===== config.mk =====
export PLATFORM = sky130hd
export DESIGN_NAME = hazard_ctrl
export DESIGN_NICKNAME = d
export VERILOG_FILES = /design/src/rtl/mips_pkg.sv /design/src/rtl/muldiv_busy_timer.sv /design/src/rtl/hazard_ctrl.sv
export SDC_FILE = /design/constraint.sdc
export NUM_CORES = 1
export LEC_CHECK = 0
export BUFFER_PORTS_ARGS = -buffer_cell sky130_fd_sc_hd__clkbuf_2
export CORE_AREA = 2 2 39 41
export CTS_CLUSTER_DIAMETER = 120
export CTS_CLUSTER_SIZE = 8
export DETAILED_ROUTE_END_ITERATION = 8
export DIE_AREA = 0 0 41 43
export PLACE_DENSITY = 0.78
export SYNTH_ARGS = -nofsm -noshare
export SYNTH_HDL_FRONTEND = slang
export SYNTH_SLANG_ARGS = --single-unit

===== constraint.sdc =====
create_clock -name clock -period 5 [get_ports clock]
set_input_delay 0.25 -clock clock [delete_from_list [all_inputs] [get_ports clock]]
set_output_delay 0.25 -clock clock [all_outputs]
set_load 0.1 [all_outputs]

===== src/rtl/mips_pkg.sv =====
// Shared MIPS core definitions: register-address width, the zero register and
// the hazard controller state encoding.
package mips_pkg;

   localparam int unsigned REG_ADDR_W = 5;
   localparam int unsigned MD_CNT_W   = 6;

   localparam logic [REG_ADDR_W-1:0] REG_ZERO = 5'd0;

   typedef enum logic {
      IDLE,
      MD_BUSY
   } hz_state_e;

endpackage


===== src/rtl/muldiv_busy_timer.sv =====
// Occupancy timer for the HI/LO unit: loads MULDIV_CYCLES-1 on issue and counts
// down, holding busy high for exactly MULDIV_CYCLES cycles after the issue cycle.
module muldiv_busy_timer
   import mips_pkg::*;
#(
   parameter int unsigned MULDIV_CYCLES = 32
) (
   input  logic clock,
   input  logic reset,
   input  logic start,
   output logic busy
);

   localparam logic [MD_CNT_W-1:0] MD_LOAD = MD_CNT_W'(MULDIV_CYCLES - 1);

   hz_state_e             state_q;
   logic [MD_CNT_W-1:0]   md_cnt_q;

   always_ff @(posedge clock or negedge reset) begin
      if (!reset) begin
         state_q  <= IDLE;
         md_cnt_q <= '0;
      end else begin
         unique case (state_q)
            IDLE: begin
               if (start) begin
                  state_q  <= MD_BUSY;
                  md_cnt_q <= MD_LOAD;
               end
            end
            MD_BUSY: begin
               if (md_cnt_q == '0) begin
                  // Issue cannot overlap the window: the top holds MULT/DIV while busy.
                  if (start) begin
                     md_cnt_q <= MD_LOAD;
                  end else begin
                     state_q <= IDLE;
                  end
               end else begin
                  md_cnt_q <= md_cnt_q - 1'b1;
               end
            end
            default: begin
               state_q  <= IDLE;
               md_cnt_q <= '0;
            end
         endcase
      end
   end

   assign busy = (state_q == MD_BUSY);

endmodule


===== src/rtl/hazard_ctrl.sv =====
// IF/ID stall/flush and ID/EX bubble control: load-use, branch redirect and
// HI/LO busy interlocks. Optional HAZARD_STATS_EN adds stall/flush counters.
module hazard_ctrl
   import mips_pkg::*;
#(
   parameter int unsigned MULDIV_CYCLES = 32
) (
   input  logic                  clock,
   input  logic                  reset,
   input  logic [REG_ADDR_W-1:0] id_rs,
   input  logic [REG_ADDR_W-1:0] id_rt,
   input  logic                  id_uses_rt,
   input  logic                  id_reads_hilo,
   input  logic                  id_muldiv,
   input  logic                  idex_memread,
   input  logic [REG_ADDR_W-1:0] idex_rt,
   input  logic                  branch_taken,
   output logic                  pc_write,
   output logic                  ifid_stall,
   output logic                  ifid_flush,
   output logic                  idex_bubble,
   output logic                  muldiv_busy
`ifdef HAZARD_STATS_EN
   ,
   output logic [31:0]           stall_count,
   output logic [31:0]           flush_count
`endif
);

   logic load_use;
   logic md_hold;
   logic hold;
   logic md_issue;

   assign load_use = idex_memread && (idex_rt != REG_ZERO) &&
                     ((idex_rt == id_rs) || (id_uses_rt && (idex_rt == id_rt)));
   assign md_hold  = muldiv_busy && (id_reads_hilo || id_muldiv);
   assign hold     = load_use || md_hold;
   assign md_issue = id_muldiv && !hold && !branch_taken;

   muldiv_busy_timer #(
      .MULDIV_CYCLES (MULDIV_CYCLES)
   ) u_timer (
      .clock (clock),
      .reset (reset),
      .start (md_issue),
      .busy  (muldiv_busy)
   );

   // A held branch has stale operands, so it is ignored and re-presented later.
   always_comb begin
      pc_write    = 1'b0;
      ifid_stall  = 1'b0;
      ifid_flush  = 1'b0;
      idex_bubble = 1'b0;
      if (reset) begin
         if (hold) begin
            ifid_stall  = 1'b1;
            idex_bubble = 1'b1;
         end else begin
            pc_write   = 1'b1;
            ifid_flush = branch_taken;
         end
      end
   end

`ifdef HAZARD_STATS_EN
   logic [31:0] stall_cnt_q;
   logic [31:0] flush_cnt_q;

   always_ff @(posedge clock or negedge reset) begin
      if (!reset) begin
         stall_cnt_q <= '0;
         flush_cnt_q <= '0;
      end else begin
         if (ifid_stall && (stall_cnt_q != 32'hFFFF_FFFF)) begin
            stall_cnt_q <= stall_cnt_q + 32'd1;
         end
         if (ifid_flush && (flush_cnt_q != 32'hFFFF_FFFF)) begin
            flush_cnt_q <= flush_cnt_q + 32'd1;
         end
      end
   end

   assign stall_count = stall_cnt_q;
   assign flush_count = flush_cnt_q;
`endif

endmodule


# After elaboration in Yosys (flattened, before gate mapping)
# Index checks and enable logic that the tools add are counted.
# totals
regBits,7
in_bits,22
output_inout_bits,5
elab_cells,31
# op_classes
addsub,1
n_eq_ne,2
muxes,12
n_bitwise,1
reduce_logical,13
# ops
op,count
2-to-1 mux 6 bit,2
one-hot mux 6 bit (2 select lines),1
equality test 5 bit,2
2-to-1 mux 1 bit,8
logical AND 1 bit,6
logical NOT 6 bit,1
subtractor 6 x 1 -> 6 bit (second input constant),1
nonzero test 5 bit,1
logical OR 1 bit,3
logical NOT 1 bit,2
one-hot mux 1 bit (2 select lines),1
NOT 1 bit,1

# Longest topological paths before layout
# logic_depth
depth_word,11
mapped_depth,7
depth_no_buf,7

# Cells and area by module
# A second synthesis with hierarchy kept.
# unflattened
cells_unflattened,77
area_unflattened_um2,648.1
# modules_own_cells
mod,instances,cells_per_inst,area_per_inst_um2,seq_area_each_um2
muldiv_busy_timer,1,48,460.4,175.2
hazard_ctrl,1,29,187.7,0.0

# Worst setup path before layout
# Ideal clock, no wire load.
# synth_path
path_type,register -> output
start,reg u_timer.state_q (netlist: u_timer.busy)
end,out ifid_stall
t_arrival_ns,4.234
required_ns,4.750
setup_slack_ns,0.516
stages_incl_launch_ff,5
path_buffers,2
cell_sequence,dfrtp_1 > clkbuf_1 > o21ai_0 > a21boi_0 > buf_4
# synth_via
elab_chain_cells,4
# synth_rtl
element,line_no,rtl
from (decl),muldiv_busy_timer.sv:16,hz_state_e state_q;
from (signal assigned),muldiv_busy_timer.sv:21,state_q <= IDLE;
from (signal assigned),muldiv_busy_timer.sv:27,state_q <= MD_BUSY;
from (signal assigned),muldiv_busy_timer.sv:37,state_q <= IDLE;
logical AND 1 bit,hazard_ctrl.sv:37,assign md_hold = muldiv_busy && (id_reads_hilo || id_muldiv);
logical OR 1 bit,hazard_ctrl.sv:38,assign hold = load_use || md_hold;
2-to-1 mux 1 bit (2 in series),--,
to (decl),hazard_ctrl.sv:19,"output logic ifid_stall,"
# Every way passes these cells.

# Worst setup path after layout
# layout_path
start,in idex_rt[4]
end,out idex_bubble
# layout_via
elab_chain_cells,7
word_cells_on_any_way,10
classes_between,eq/ne: 2; mux: 2; reduce/logical: 6
# layout_rtl
element,line_no,rtl
from (decl),hazard_ctrl.sv:16,"input logic [REG_ADDR_W-1:0] idex_rt,"
equality test 5 bit,hazard_ctrl.sv:36,((idex_rt == id_rs) || (id_uses_rt && (idex_rt == id_rt)));
logical AND 1 bit,hazard_ctrl.sv:36,
logical OR 1 bit,hazard_ctrl.sv:36,
logical AND 1 bit (*),hazard_ctrl.sv:35,assign load_use = idex_memread && (idex_rt != REG_ZERO) &&
logical OR 1 bit (*),hazard_ctrl.sv:38,
2-to-1 mux 1 bit (*),hazard_ctrl.sv:57,if (hold) begin
2-to-1 mux 1 bit (*),hazard_ctrl.sv:56,if (reset) begin
to (decl),hazard_ctrl.sv:21,"output logic idex_bubble,"
# Mark *: on every way between the ends. The rest lies on a longest branch, timed or not.

==> results.cfg <==
[grt]
grt-ovfl-total = 0
grt_max_degree = 12
grt_util_met2_pct = 32.5
grt_pass1_vias = 580
grt_usage_pct = 19.1
use_met1_pct = 21.1
grt-busiest-layer = met2
grt_pass1_wl_microns = 2240
grt.met3_usage_pct = 4.71
antenna_found_initial = 0

[clock_tree]
htree_num_levels = 1
post_cts_buffers = 0
cts.clk_slew.worst_paths_ns = 0.06
post_cts_resized = 0
cts_num_sinks = 7
cts_tree = built
clockBufferDepth = 2
cts-buffers-inserted = 3
holdBufCountCts = 1
clock_latency_ns = 0.26
cts-root-buf = clkbuf_4

[synth]
synth.largest_area_cell = dfrtp_1
synthCells = 70
yosys_warnings = 0
ys_seq_elements = 7
avgSynthCellArea_sq_um = 8.74
syn-cell-area_sq_um = 612
synth_top_cells_by_area = dfrtp_1 (29%), xnor2_1 (17%), nand2_1 (4.3%)
synth_fp_nets = 94
yosysTopAreaCellShare_pct = 28.6
yosysSeqAreaShare_pct = 28.6
synth_cell_type_count = 31

[finish]
fillers = 133
drive_above_1_share_pct = 33.3
instances_no_fill = 115
design_area_sq_um = 787
final_util_pct = 56.9
fin_nets = 124
multi_input_area_sq_um = 407
antennaDiodeCount = 0
final_common_cell = clkbuf_2
area_growth_pct = 28.6
final_cell_mix = clkbuf_2 (26), xnor2_1 (12), nand2_1 (7), dfrtp_1 (7), inv_1 (5)
ff_latch_area_sq_um = 175

[route]
wl_per_cell_microns = 11.9
ant_nets = 0
drt_wl_total_microns = 1370
drc = 0
drt_iter0_drc = 8
num_vias = 590
viasPerCell = 5.13
drt-pass1-iter-count = 4

[timing]
timing.final.crit_share_pct = 42.3
setup_viol = 0
hold_viol = 0
maxSlewHeadroom_pct = 64.1
worstMarginPinSlew_ns = 0.540
min_period_ns = 2.12
finalMaxSlewViolations = 0
clock_skew_ns = 0.00362
hold_ws_ns = 0.376
setup-tns-final_ns = 0
rsz0062_at_grt = no
layout_setup_ws_ns = 2.88
max_freq_mhz = 473

[floorplanning]
die_x_microns = 41
start_util_pct = 44.2
ioPinCount = 27
die_area_sq_um = 1760
core-area_sq_um = 1380
rows = 14
die-height_microns = 43

[critical_path]
path_class = in -> out
required_ns = 4.75
cp_max_fo = 3
arrival_ns = 1.87
end_kind = output port
crit_path_start_kind = primary input

[placed_design]
gp_congestion = 0.879
dp_worst_setup_slack_ns = 2.87
io_buffer_count = 26
dpl_cell_area_sq_um = 751
placed_cells_incl_taps = 110
hpwl_microns = 1090

[run]
drv_cap = 0

[power_and_ir_drop]
combPwrFrac_pct = 54.0
p_int_uw = 184
finalPower_uw = 360
switchingPower_uw = 176
power.leakage_nw = 0.369
p_per_area_nw_per_um2 = 458
switching_share_pct = 48.9
clkPwrFrac_pct = 15.6
ir_drop_v = 0.000227
p_seq_share_pct = 30.4

[worst_hold_path]
worstHoldPathType = in -> async

[status]
status = finished, final reports clean
Yosys cell counts:
master and instances:
xnor2_1 12, dfrtp_1 7, nand2_1 7, inv_1 5
nor2_1 4, a31oi_1 3, a21o_1 2, a21oi_1 2
and3_1 2, ha_1 2, o21a_1 2, o21ai_0 2
o31a_1 2, a21bo_1 1, a21boi_0 1, a21boi_4 1
and2b_1 1, and4_1 1, buf_4 1, clkbuf_1 1
mux2_2 1, nand3_1 1, nand4_1 1, nor2_2 1
nor2b_1 1, nor3_1 1, o211ai_1 1, o22ai_1 1
o32ai_1 1, or4_1 1, or4b_4 1
per-layer routing:
layer,share of wire [%],wire [microns]
met5,0,0
met4,1.8,25
met3,4.7,64
met2,52,704
met1,42,571
kinds of logic after synthesis:
| group | synth area share, % |
|---|---|
| DFF | 28.6 |
| xor gates and xnor gates | 17.2 |
| muxes | 1.84 |
| AOI/OAI and AO/OA | 23.7 |
| and+or+nand+nor | 19.6 |
| adders and majority gates | 4.09 |
| buffers and inverters | 4.91 |
path summary, 6_finish.rpt:
| kind | from | to | slack, ns | depth (start not counted) |
|---|---|---|---|---|
| max in group asynchronous | reset | u_timer.md_cnt_q[0] | 4.43 | 2 |
| setup reg to reg | u_timer.md_cnt_q[0] | u_timer.md_cnt_q[2] | 3.20 | 6 |
| setup / recovery | idex_rt[4] | idex_bubble | 2.88 | 7 |
| min in group clock | id_uses_rt | u_timer.md_cnt_q[2] | 0.44 | 4 |
| hold / removal | reset | u_timer.busy | 0.38 | 2 |
| hold reg to reg | u_timer.md_cnt_q[0] | u_timer.md_cnt_q[0] | 0.53 | 1 |
power by group through the flow:
stage	combinational, mW	clock [mW]	sequential [mW]
2_1_floorplan	0.147	0	0.117
3_3_place_gp	0.190	0	0.108
3_5_place_dp	0.193	0	0.110
4_1_cts	0.195	0.0568	0.109
5_1_grt	0.216	0.0604	0.114
6_report	0.195	0.0561	0.110
registers in the layout (all words and copies together) (netlist names):
signal and flops:
u_timer.busy 1, u_timer.md_cnt_q 6
cell type report:
class	instances	share of cell area [%]
flip-flops and latches	7	22.3
multi-input cells	56	51.7
repair buffers	27	17.8
inverters	5	2.38
clock buffers	4	3.34
well taps	16	2.54
worst max-delay path, cell delays in order:
cell and delay [ns]:
clkbuf_2 0.11, xnor2_1 0.16, nand3_1 0.10, o22ai_1 0.34, nand2_1 0.13, a21boi_0 0.26, clkbuf_2 0.51
Power figures use the tool's default switching activity.
